--- src/rtl/pipeline_hazard_ctrl.sv ---
// Stall/flush sequencer for a 5-stage RISC-V pipeline: load-use interlock,
// MEM-stage branch flush, data-memory wait freeze with timeout trap, perf counters.
module pipeline_hazard_ctrl #(
    parameter int MEM_TIMEOUT = 15,
    parameter int CNT_W       = 16
) (
    input  logic             clk,
    input  logic             rstn,
    input  logic [4:0]       id_rs1,
    input  logic [4:0]       id_rs2,
    input  logic             id_use_rs1,
    input  logic             id_use_rs2,
    input  logic             ex_memread,
    input  logic [4:0]       ex_rd,
    input  logic             mem_branch_taken,
    input  logic             dmem_req,
    input  logic             dmem_ready,
    output logic             pc_en,
    output logic             ifid_en,
    output logic             ifid_flush,
    output logic             idex_en,
    output logic             idex_flush,
    output logic             exmem_en,
    output logic             exmem_flush,
    output logic             memwb_flush,
    output logic             mem_fault,
    output logic [CNT_W-1:0] stall_cycles,
    output logic [CNT_W-1:0] flush_count
);

    typedef enum logic [1:0] {RUN, MEM_WAIT, FAULT} state_t;

    state_t     state_reg;
    logic [7:0] wait_cnt_reg;
    logic       mem_fault_reg;

    logic load_use;
    logic freeze;
    logic run_rules;
    logic in_fault;
    logic br_flush;
    logic lu_stall;
    logic [1:0] cnt_inc;

    assign load_use = ex_memread && (ex_rd != 5'd0) &&
                      ((id_use_rs1 && (id_rs1 == ex_rd)) ||
                       (id_use_rs2 && (id_rs2 == ex_rd)));

    // Classify the current cycle; flags stay low while in reset.
    always_comb begin
        freeze    = 1'b0;
        run_rules = 1'b0;
        in_fault  = 1'b0;
        br_flush  = 1'b0;
        lu_stall  = 1'b0;
        if (rstn) begin
            unique case (state_reg)
                RUN: begin
                    if (dmem_req && !dmem_ready) freeze = 1'b1;
                    else                         run_rules = 1'b1;
                end
                MEM_WAIT: begin
                    if (!dmem_ready) freeze = 1'b1;
                    else             run_rules = 1'b1;
                end
                default: in_fault = 1'b1;
            endcase
            if (run_rules) begin
                // A taken branch squashes the younger instructions, so their load-use is moot.
                if (mem_branch_taken) br_flush = 1'b1;
                else if (load_use)    lu_stall = 1'b1;
            end
        end
    end

    always_comb begin
        pc_en       = 1'b1;
        ifid_en     = 1'b1;
        idex_en     = 1'b1;
        exmem_en    = 1'b1;
        ifid_flush  = 1'b0;
        idex_flush  = 1'b0;
        exmem_flush = 1'b0;
        memwb_flush = 1'b0;
        if (!rstn) begin
            pc_en       = 1'b0;
            ifid_en     = 1'b0;
            idex_en     = 1'b0;
            exmem_en    = 1'b0;
            ifid_flush  = 1'b1;
            idex_flush  = 1'b1;
            exmem_flush = 1'b1;
            memwb_flush = 1'b1;
        end else if (in_fault) begin
            pc_en    = 1'b0;
            ifid_en  = 1'b0;
            idex_en  = 1'b0;
            exmem_en = 1'b0;
        end else if (freeze) begin
            pc_en       = 1'b0;
            ifid_en     = 1'b0;
            idex_en     = 1'b0;
            exmem_en    = 1'b0;
            memwb_flush = 1'b1;
        end else if (br_flush) begin
            ifid_flush  = 1'b1;
            idex_flush  = 1'b1;
            exmem_flush = 1'b1;
        end else if (lu_stall) begin
            pc_en      = 1'b0;
            ifid_en    = 1'b0;
            idex_flush = 1'b1;
        end
    end

    always_ff @(posedge clk) begin
        if (!rstn) begin
            state_reg     <= RUN;
            wait_cnt_reg  <= 8'd0;
            mem_fault_reg <= 1'b0;
        end else begin
            unique case (state_reg)
                RUN: begin
                    if (freeze) begin
                        state_reg    <= MEM_WAIT;
                        wait_cnt_reg <= 8'd1;
                    end
                end
                MEM_WAIT: begin
                    if (dmem_ready) begin
                        state_reg    <= RUN;
                        wait_cnt_reg <= 8'd0;
                    end else if (wait_cnt_reg == 8'(MEM_TIMEOUT)) begin
                        state_reg     <= FAULT;
                        mem_fault_reg <= 1'b1;
                    end else begin
                        wait_cnt_reg <= wait_cnt_reg + 8'd1;
                    end
                end
                default: state_reg <= FAULT;
            endcase
        end
    end

    assign mem_fault = mem_fault_reg;

    // Index 0 counts stall cycles, index 1 counts taken-branch flushes.
    assign cnt_inc = {br_flush, freeze | lu_stall};

    for (genvar gi = 0; gi < 2; gi++) begin : g_cnt
        logic [CNT_W-1:0] cnt_reg;
        always_ff @(posedge clk) begin
            if (!rstn)
                cnt_reg <= '0;
            else if (cnt_inc[gi] && (cnt_reg != {CNT_W{1'b1}}))
                cnt_reg <= cnt_reg + 1'b1;
        end
    end

    assign stall_cycles = g_cnt[0].cnt_reg;
    assign flush_count  = g_cnt[1].cnt_reg;

endmodule

--- config.mk ---
export PLATFORM = sky130hd
export DESIGN_NAME = pipeline_hazard_ctrl
export DESIGN_NICKNAME = d
export VERILOG_FILES = /design/src/rtl/pipeline_hazard_ctrl.sv
export SDC_FILE = /design/constraint.sdc
export NUM_CORES = 1
export LEC_CHECK = 0
export BUFFER_PORTS_ARGS = -buffer_cell sky130_fd_sc_hd__buf_2
export CORE_AREA = 3 3 101 103
export CTS_BUF_LIST = sky130_fd_sc_hd__clkbuf_4
export CTS_CLUSTER_DIAMETER = 50
export CTS_CLUSTER_SIZE = 24
export DETAILED_ROUTE_END_ITERATION = 16
export DIE_AREA = 0 0 104 106
export PLACE_DENSITY = 0.47
export RECOVER_POWER = 50
export SYNTH_ARGS = -nofsm -noshare
export SYNTH_HDL_FRONTEND = slang
export SYNTH_SLANG_ARGS = --single-unit
--- constraint.sdc ---
create_clock -name clk -period 3.88 [get_ports clk]
set_input_delay 0.194 -clock clk [delete_from_list [all_inputs] [get_ports clk]]
set_output_delay 0.194 -clock clk [all_outputs]
set_load 0.1 [all_outputs]
==> key figures, run 1 <==
Routing
  • Wire per inst: 12.36 um
  • Via count: about 2100
  • Final WL: ~5800 um
  • Initial DRC count: slightly below 50
  • Post-detailed-route DRC marker count: 0
  • Final ANT Viol Nets: 0
  • Drt via density: 4.543
  • Pre-antenna DRT Iters: 4

Critical path
  • Crit path launch type: register
  • Worst setup path category: reg2out
  • CP required: 3.69 ns
  • Register-to-register setup slack: 1.71 ns
  • Reg-to-Reg Start: stall_cycles[0]$_SDFFE_PN0P_
  • Worst-path maximum fanout: 8
  • Crit. End Element: output port
  • WP data arrival: between 2 and 2.5 ns
  • R2R depth: 7
  • Crit Reg-Reg Endpoint: stall_cycles[10]$_SDFFE_PN0P_

Finish
  • Layout cell share with drive strength beyond 1: around 16%
  • Design area: ~2800 sq um
  • P&R area growth vs syn: 19.31%
  • Ant. Diodes: 0
  • Final nets: about 360
  • Non-Filler Instances: ~470

Synthesis
  • Ys flop type: dfxtp_1
  • Yosys warnings: 0
  • Post-synth ARST share: 0%
  • Number of synthesized flops with an enable pin: 0
  • Post-synth net total: ~300
  • Mean Syn Cell Area: about 8.5 sq um
  • Post-Syn Area: 2326 sq um
  • Top-count cell post-synth: dfxtp_1
  • Register area share after synthesis: between 30% and 40%
  • Post-synth cell types: 45
  • Synth top area cells: dfxtp_1, xnor2_1, nor2_1
  • Commonest cells in the synthesized netlist: dfxtp_1, nor2_1, nand2_1
  • Synthesis-stage register bit count: 43
  • Area share of the largest cell type after synthesis: 37.01%
  • Cell count after synthesis: ~280
  • Cell taking the most area after synthesis: dfxtp_1

Timing
  • Clk_skew: around 0.018 ns
  • Final slew viol count: 0
  • Final Worst Setup Slack: approximately 1.7 ns
  • Tcrit/Tclk final: a little under three fifths
  • Setup violations, final: 0
  • Hold Fails Final Rpt: 0
  • Setup repair after global routing missed its margin: false
  • FMAX: about 450 MHz
  • Tightest Pin Transition: between 1 and 1.5 ns
  • Setup TNS: 0 ns
  • Clock period minus worst slack: 2.200 ns
  • Worst hold slack: roughly 0.17 ns
  • Slew HR: 20.06%

Die
  • Die X: approximately 100 um
  • Std cell rows: 35
  • Ports: 64
  • Vert. Die Dim: around 110 um
  • Initial core utilization: between 20% and 30%
  • CORE AREA: roughly 9300 sq um
  • Die area: roughly 11000 sq um

Place
  • Placed Instance Area: 2753 sq um
  • Setup WS pre-CTS: 1.692 ns
  • DP Wirelength: 4461 um
  • Port Buffers: between 60 and 70
  • GPL Wtd Cong: between 0.7 and 0.8
  • Inst Count DP: ~460

Power
  • Power per cell area: a little over 300 nW/um^2
  • Combinational share of power: 16.9%
  • Leak: 0.9237 nW
  • Sw Ratio: approximately 34%
  • Internal power: roughly 0.00056 W
  • Peak supply drop: ~0.15 mV
  • Clock network fraction of design power: just under 30%
  • Net switching power: ~0.00029 W
  • Reg power frac: a little over half

Global routing
  • Largest net degree at the start of global routing: 31
  • First-pass GRT wire length: 9715 um
  • Antenna violations before repair: 0
  • Overflow after GRT: 0
  • Total track usage: a little over a tenth
  • Vias in the first global route: between 1500 and 2000

CTS
  • Root Driver: clkbuf_4
  • H-tree Lvls: 2
  • Postcts setup bufs: 0
  • CTS Sinks: 43
  • CTS resizes: 0
  • Num CTS Buffers: 5
  • Max clock buf depth: 2
  • CTS tree: built
  • Reg clk slew, reported paths: ~0.16 ns
  • Worst skew pair latency: approximately 0.37 ns
  • Post-CTS Hold Fix Bufs: 0

Status
  • Outcome: completed

Min path
  • Worst min-delay path endpoint: state_reg[1]$_SDFFE_PN0P_
  • Cells on Worst Hold Path: 2
  • HP Start: rstn
  • Min-delay worst type: in2reg

Job
  • Max_cap viols: 0
[worst max path at each step]
stage | startpoint | to | slack [ns] | cells after the start
final | state_reg[0]$_SDFFE_PN0P_ | idex_flush | 1.68 | 6
after global routing | stall_cycles[0]$_SDFFE_PN0P_ | stall_cycles[5]$_SDFFE_PN0P_ | 1.51 | 7
after CTS | state_reg[0]$_SDFFE_PN0P_ | idex_flush | 1.63 | 6
after detailed placement | stall_cycles[0]$_SDFFE_PN0P_ | stall_cycles[10]$_SDFFE_PN0P_ | 1.69 | 7
after global placement | rstn | flush_count[15]$_SDFFE_PN0P_ | 1.76 | 7
after floorplan | state_reg[0]$_SDFFE_PN0P_ | pc_en | 1.03 | 4
[area by class of cell]
| cell class | instances | area [sq um] |
|---|---|---|
| fillers | 1061 | 6509 |
| flip-flops and latches | 43 | 860.8 |
| clock buffers | 5 | 37.54 |
| multi-input cells | 216 | 1385 |
| inverters | 6 | 22.52 |
| well taps | 129 | 161.4 |
| clock inverters | 3 | 26.28 |
| repair buffers | 64 | 281.5 |
[layout by cell type, fill, tap and decap left out, drive strengths merged, types with 4 or more instances in the layout]
cell type  synthesis  layout
and4               5       5
a21oi             18      18
and2               4       4
nor4               7       7
xnor2             17      17
nand2             26      26
nor3               4       4
or3                9       9
nand4             13      13
nor2              34      34
clkbuf             5      38
dfxtp             43      43
inv                6       9
nand3             17      17
o21ai             13      13
and3               4       4
or4                4       4
o31ai              4       4
buf                5      31
xor2              12      12
[worst max-delay path, cell delays in order, from the launching register on]
cell and delay (ns):
dfxtp_1 0.39, o21bai_4 0.24, nand3_1 0.12, a21oi_2 0.23, nand2_1 0.12, nand3_1 0.10
buf_2 0.44
[power by group through the flow]
stage | Combinational (W) | Clock [W] | Sequential [W]
finish | 0.000143 | 0.000250 | 0.000452
global route | 0.000154 | 0.000277 | 0.000453
CTS | 0.000146 | 0.000262 | 0.000452
detailed placement | 0.000145 | 0 | 0.000462
global placement | 0.000146 | 0 | 0.000461
floorplan | 0.0000936 | 0 | 0.000482
[cells by family (layout without fill, tap and decap cells)]
logic type / count (synthesis) / after routing / synth area share [%]
XOR/XNOR: 29 / 29 / 10.92
buffers and inverters: 16 / 78 / 3.442
AO/OA/AOI/OAI: 48 / 48 / 14.95
multiplexers: 2 / 2 / 0.8607
AND/OR/NAND/NOR: 134 / 134 / 31.20
adder cells (fa/ha/maj): 3 / 3 / 1.614
flip-flops: 43 / 43 / 37.01
[stage by stage]
step                      util (%)   power, W
after global routing         29.89  0.0008846
final                        29.89  0.0008445
after floorplan                  -  0.0005753
after detailed placement     29.65  0.0006071
after global placement       29.65  0.0006071
after CTS                    30.34  0.0008595
[metal layers]
layer / global-route usage (%) / vias up / share of wire (%)
met5: 0 / - / 0
met4: 3.704 / 0 / 1.4
met3: 2.429 / 8 / 5.0
met1: 13.77 / 948 / 50
li1: - / 1113 / -
met2: 17.50 / 48 / 44
Note: power is estimated with default switching activity, not from simulation.
==> run 2, diff against run 1 <==
PLACE_DENSITY = 0.49   (was 0.47)
clock period = 1.93 ns   (was 3.88 ns; I/O delays follow)
==> run 2 against run 1 <==
Die area unchanged. Combinational power is 130% higher. Final cell count is 3.4% higher. Clock power rose by 140%. Clock-buffer cell count is 2 higher. Sequential cell count did not move. Highest routed layer unchanged. Via count increased by 4.1%. Largest cell class unchanged. Sequential power up 97%. Setup slack worse by 1.6 ns.
==> key figures, run 2 (same netlist as run 1, synthesis figures left out) <==
Place
  • Port Buffers: 63 (unchanged)
  • DP Wirelength: 4795 um (was 4461 um)
  • GPL Wtd Cong: 0.7650 (was 0.7932)
  • Placed Instance Area: 3019 sq um (was 2753 sq um)
  • Inst Count DP: 473 (was 458)

Timing
  • Hold Fails Final Rpt: 0 (unchanged)
  • Tcrit/Tclk final: between 90% and 100%
  • Clock period minus worst slack: 1.809 ns
  • Setup violations, final: 0 (unchanged)
  • Slew HR: 23.03% (was 20.06%)
  • Final slew viol count: 0 (unchanged)
  • Worst hold slack: 0.1215 ns (was 0.1667 ns)
  • Clk_skew: 0.01048 ns (was 0.01837 ns)
  • FMAX: about 550 MHz
  • Tightest Pin Transition: 1.160 ns (was 1.204 ns)
  • Setup TNS: 0 ns (unchanged)
  • Setup repair after global routing missed its margin: true (was false)

Power
  • Peak supply drop: 0.2378 mV (was 0.1491 mV)
  • Combinational share of power: 18.1% (was 16.9%)
  • Internal power: 0.001275 W (was 0.0005576 W)
  • Reg power frac: 48.9% (was 53.5%)
  • Clock network fraction of design power: 33.0% (was 29.6%)
  • Leak: 1.174 nW (was 0.9237 nW)
  • Net switching power: 0.0005415 W (was 0.0002869 W)
  • Overall Power: 0.001817 W (was 0.0008445 W)
  • Sw Ratio: 29.80% (was 33.97%)
  • Power per cell area: 576.2 nW/um^2 (was 304.3 nW/um^2)

Die
  • Die area: 11020 sq um (unchanged)
  • Std cell rows: 35 (unchanged)
  • CORE AREA: 9284 sq um (unchanged)
  • Die X: 104 um (unchanged)
  • Vert. Die Dim: 106 um (unchanged)
  • Initial core utilization: 25.05% (unchanged)
  • Ports: 64 (unchanged)

CTS
  • Post-CTS Hold Fix Bufs: 0 (unchanged)
  • CTS tree: built (unchanged)
  • Num CTS Buffers: 5 (unchanged)
  • CTS Sinks: 43 (unchanged)
  • Worst skew pair latency: 0.35 ns (was 0.37 ns)
  • H-tree Lvls: 2 (unchanged)
  • Root Driver: clkbuf_4 (unchanged)
  • Reg clk slew, reported paths: 0.13 ns (was 0.16 ns)
  • Max clock buf depth: 2 (unchanged)

Routing
  • Drt via density: 4.573 (was 4.543)
  • Wire per inst: 12.68 um (was 12.36 um)
  • DR WL met2: 2879 um (was 2532 um)
  • Post-detailed-route DRC marker count: 0 (unchanged)
  • Met3 routed WL: 222 um (was 289 um)
  • Via count: 2204 (was 2117)
  • Max layer used: met4 (unchanged)
  • Final WL: 6110 um (was 5758 um)
  • Met1 Wirelength: 2976 um (was 2853 um)
  • Pre-antenna DRT Iters: 4 (unchanged)
  • Final ANT Viol Nets: 0 (unchanged)
  • Initial DRC count: 64 (was 49)

Min path
  • Worst min-delay path endpoint: mem_fault$_SDFFE_PN0P_ (was state_reg[1]$_SDFFE_PN0P_)
  • Min-delay worst type: in2reg (unchanged)
  • Cells on Worst Hold Path: 4 (was 2)
  • HP Start: dmem_ready (was rstn)

Global routing
  • Total track usage: 11.41% (was 10.66%)
  • Largest net degree at the start of global routing: 30 (was 31)
  • Vias in the first global route: 2163 (was 1985)
  • Overflow after GRT: 0 (unchanged)
  • Antenna violations before repair: 0 (unchanged)
  • First-pass GRT wire length: 10410 um (was 9715 um)

Critical path
  • Reg-to-Reg Start: stall_cycles[0]$_SDFFE_PN0P_ (unchanged)
  • WP data arrival: 1.71 ns (was 2.01 ns)
  • Crit Reg-Reg Endpoint: stall_cycles[14]$_SDFFE_PN0P_ (was stall_cycles[10]$_SDFFE_PN0P_)
  • Register-to-register setup slack: 0.12 ns (was 1.71 ns)
  • Crit path launch type: register (unchanged)
  • R2R depth: 7 (unchanged)
  • Worst-path maximum fanout: 5 (was 8)
  • CP required: 1.83 ns (was 3.69 ns)
  • Worst setup path category: reg2out (unchanged)
  • Crit. End Element: output port (unchanged)

Finish
  • Final nets: 378 (was 362)
  • Commonest non-fill, non-tap cell in the layout: nor2_1 (was dfxtp_1)
  • Layout cell share with drive strength beyond 1: 41.93% (was 16.02%)
  • Ant. Diodes: 0 (unchanged)
  • Most frequent cells in the layout: nor2_1, clkbuf_2, buf_2, nand2_1, buf_4 (was dfxtp_1, nor2_1, clkbuf_1, buf_2, nand2_1)
  • Non-Filler Instances: 482 (was 466)
  • Design area: 3153 sq um (was 2775 sq um)
  • P&R area growth vs syn: 35.56% (was 19.31%)

Job
  • Max_cap viols: 0 (unchanged)

Status
  • Outcome: completed (unchanged)
## run 2: changes by cell type in the layout (fill, tap and decap cells not counted), sizes merged
cell,before,now
buf,31,48
bufinv,0,1
clkbuf,38,39
inv,9,6
## run 2: cell type report
class / count / area (sq um)
fill: 1017 / 6131
multi-input combinational: 216 / 1465
sequential: 43 / 943.4
timing repair buffer: 80 / 475.5
tap: 129 / 161.4
clock buffer: 7 / 52.55
clock inverter: 1 / 30.03
inverter: 6 / 25.02
## run 2: through the flow
stage,worst slack (ns),util [%]
after global routing,-0.006048,33.96
after floorplan,-0.08669,-
after CTS,-0.07325,33.54
final,0.1205,33.96
after global placement,0.1172,32.52
after detailed placement,0.09380,32.52
## run 2: how the worst max path moves through the flow
stage,endpoint,from,slack (ns)
finish,pc_en,state_reg[0]$_SDFFE_PN0P_,0.12
global route,stall_cycles[14]$_SDFFE_PN0P_,stall_cycles[6]$_SDFFE_PN0P_,-0.006
CTS,ifid_flush,state_reg[0]$_SDFFE_PN0P_,-0.07
detailed placement,stall_cycles[0]$_SDFFE_PN0P_,stall_cycles[3]$_SDFFE_PN0P_,0.09
global placement,stall_cycles[0]$_SDFFE_PN0P_,stall_cycles[3]$_SDFFE_PN0P_,0.12
floorplan,stall_cycles[5]$_SDFFE_PN0P_,stall_cycles[1]$_SDFFE_PN0P_,-0.09
## run 2: metal layers
| layer | vias up | GRT usage (%) |
|---|---|---|
| li1 | 1144 | - |
| met5 | - | 0 |
| met2 | 29 | 19.27 |
| met4 | 0 | 2.564 |
| met3 | 2 | 2.914 |
| met1 | 1029 | 14.67 |
## run 2: critical path, stage by stage, from the launching register on
cell      delay (ns)
dfxtp_1         0.36
o21bai_4        0.19
nand3_2         0.13
a21oi_4         0.20
nand2_2         0.11
and2_4          0.16
buf_4           0.22
## run 2: what timing repair did
action	CTS	global route
gates resized for setup	3	11
setup buffers	0	1
pin swaps	0	4
endpoints found under the setup margin	5	16
## run 2: power groups by stage
stage / clock network (W) / logic [W] / registers (W)
3_3_place_gp: 0 / 0.000322 / 0.000908
6_report: 0.000600 / 0.000328 / 0.000889
2_1_floorplan: 0 / 0.000194 / 0.000949
4_1_cts: 0.000634 / 0.000327 / 0.000889
5_1_grt: 0.000665 / 0.000354 / 0.000891
3_5_place_dp: 0 / 0.000322 / 0.000909
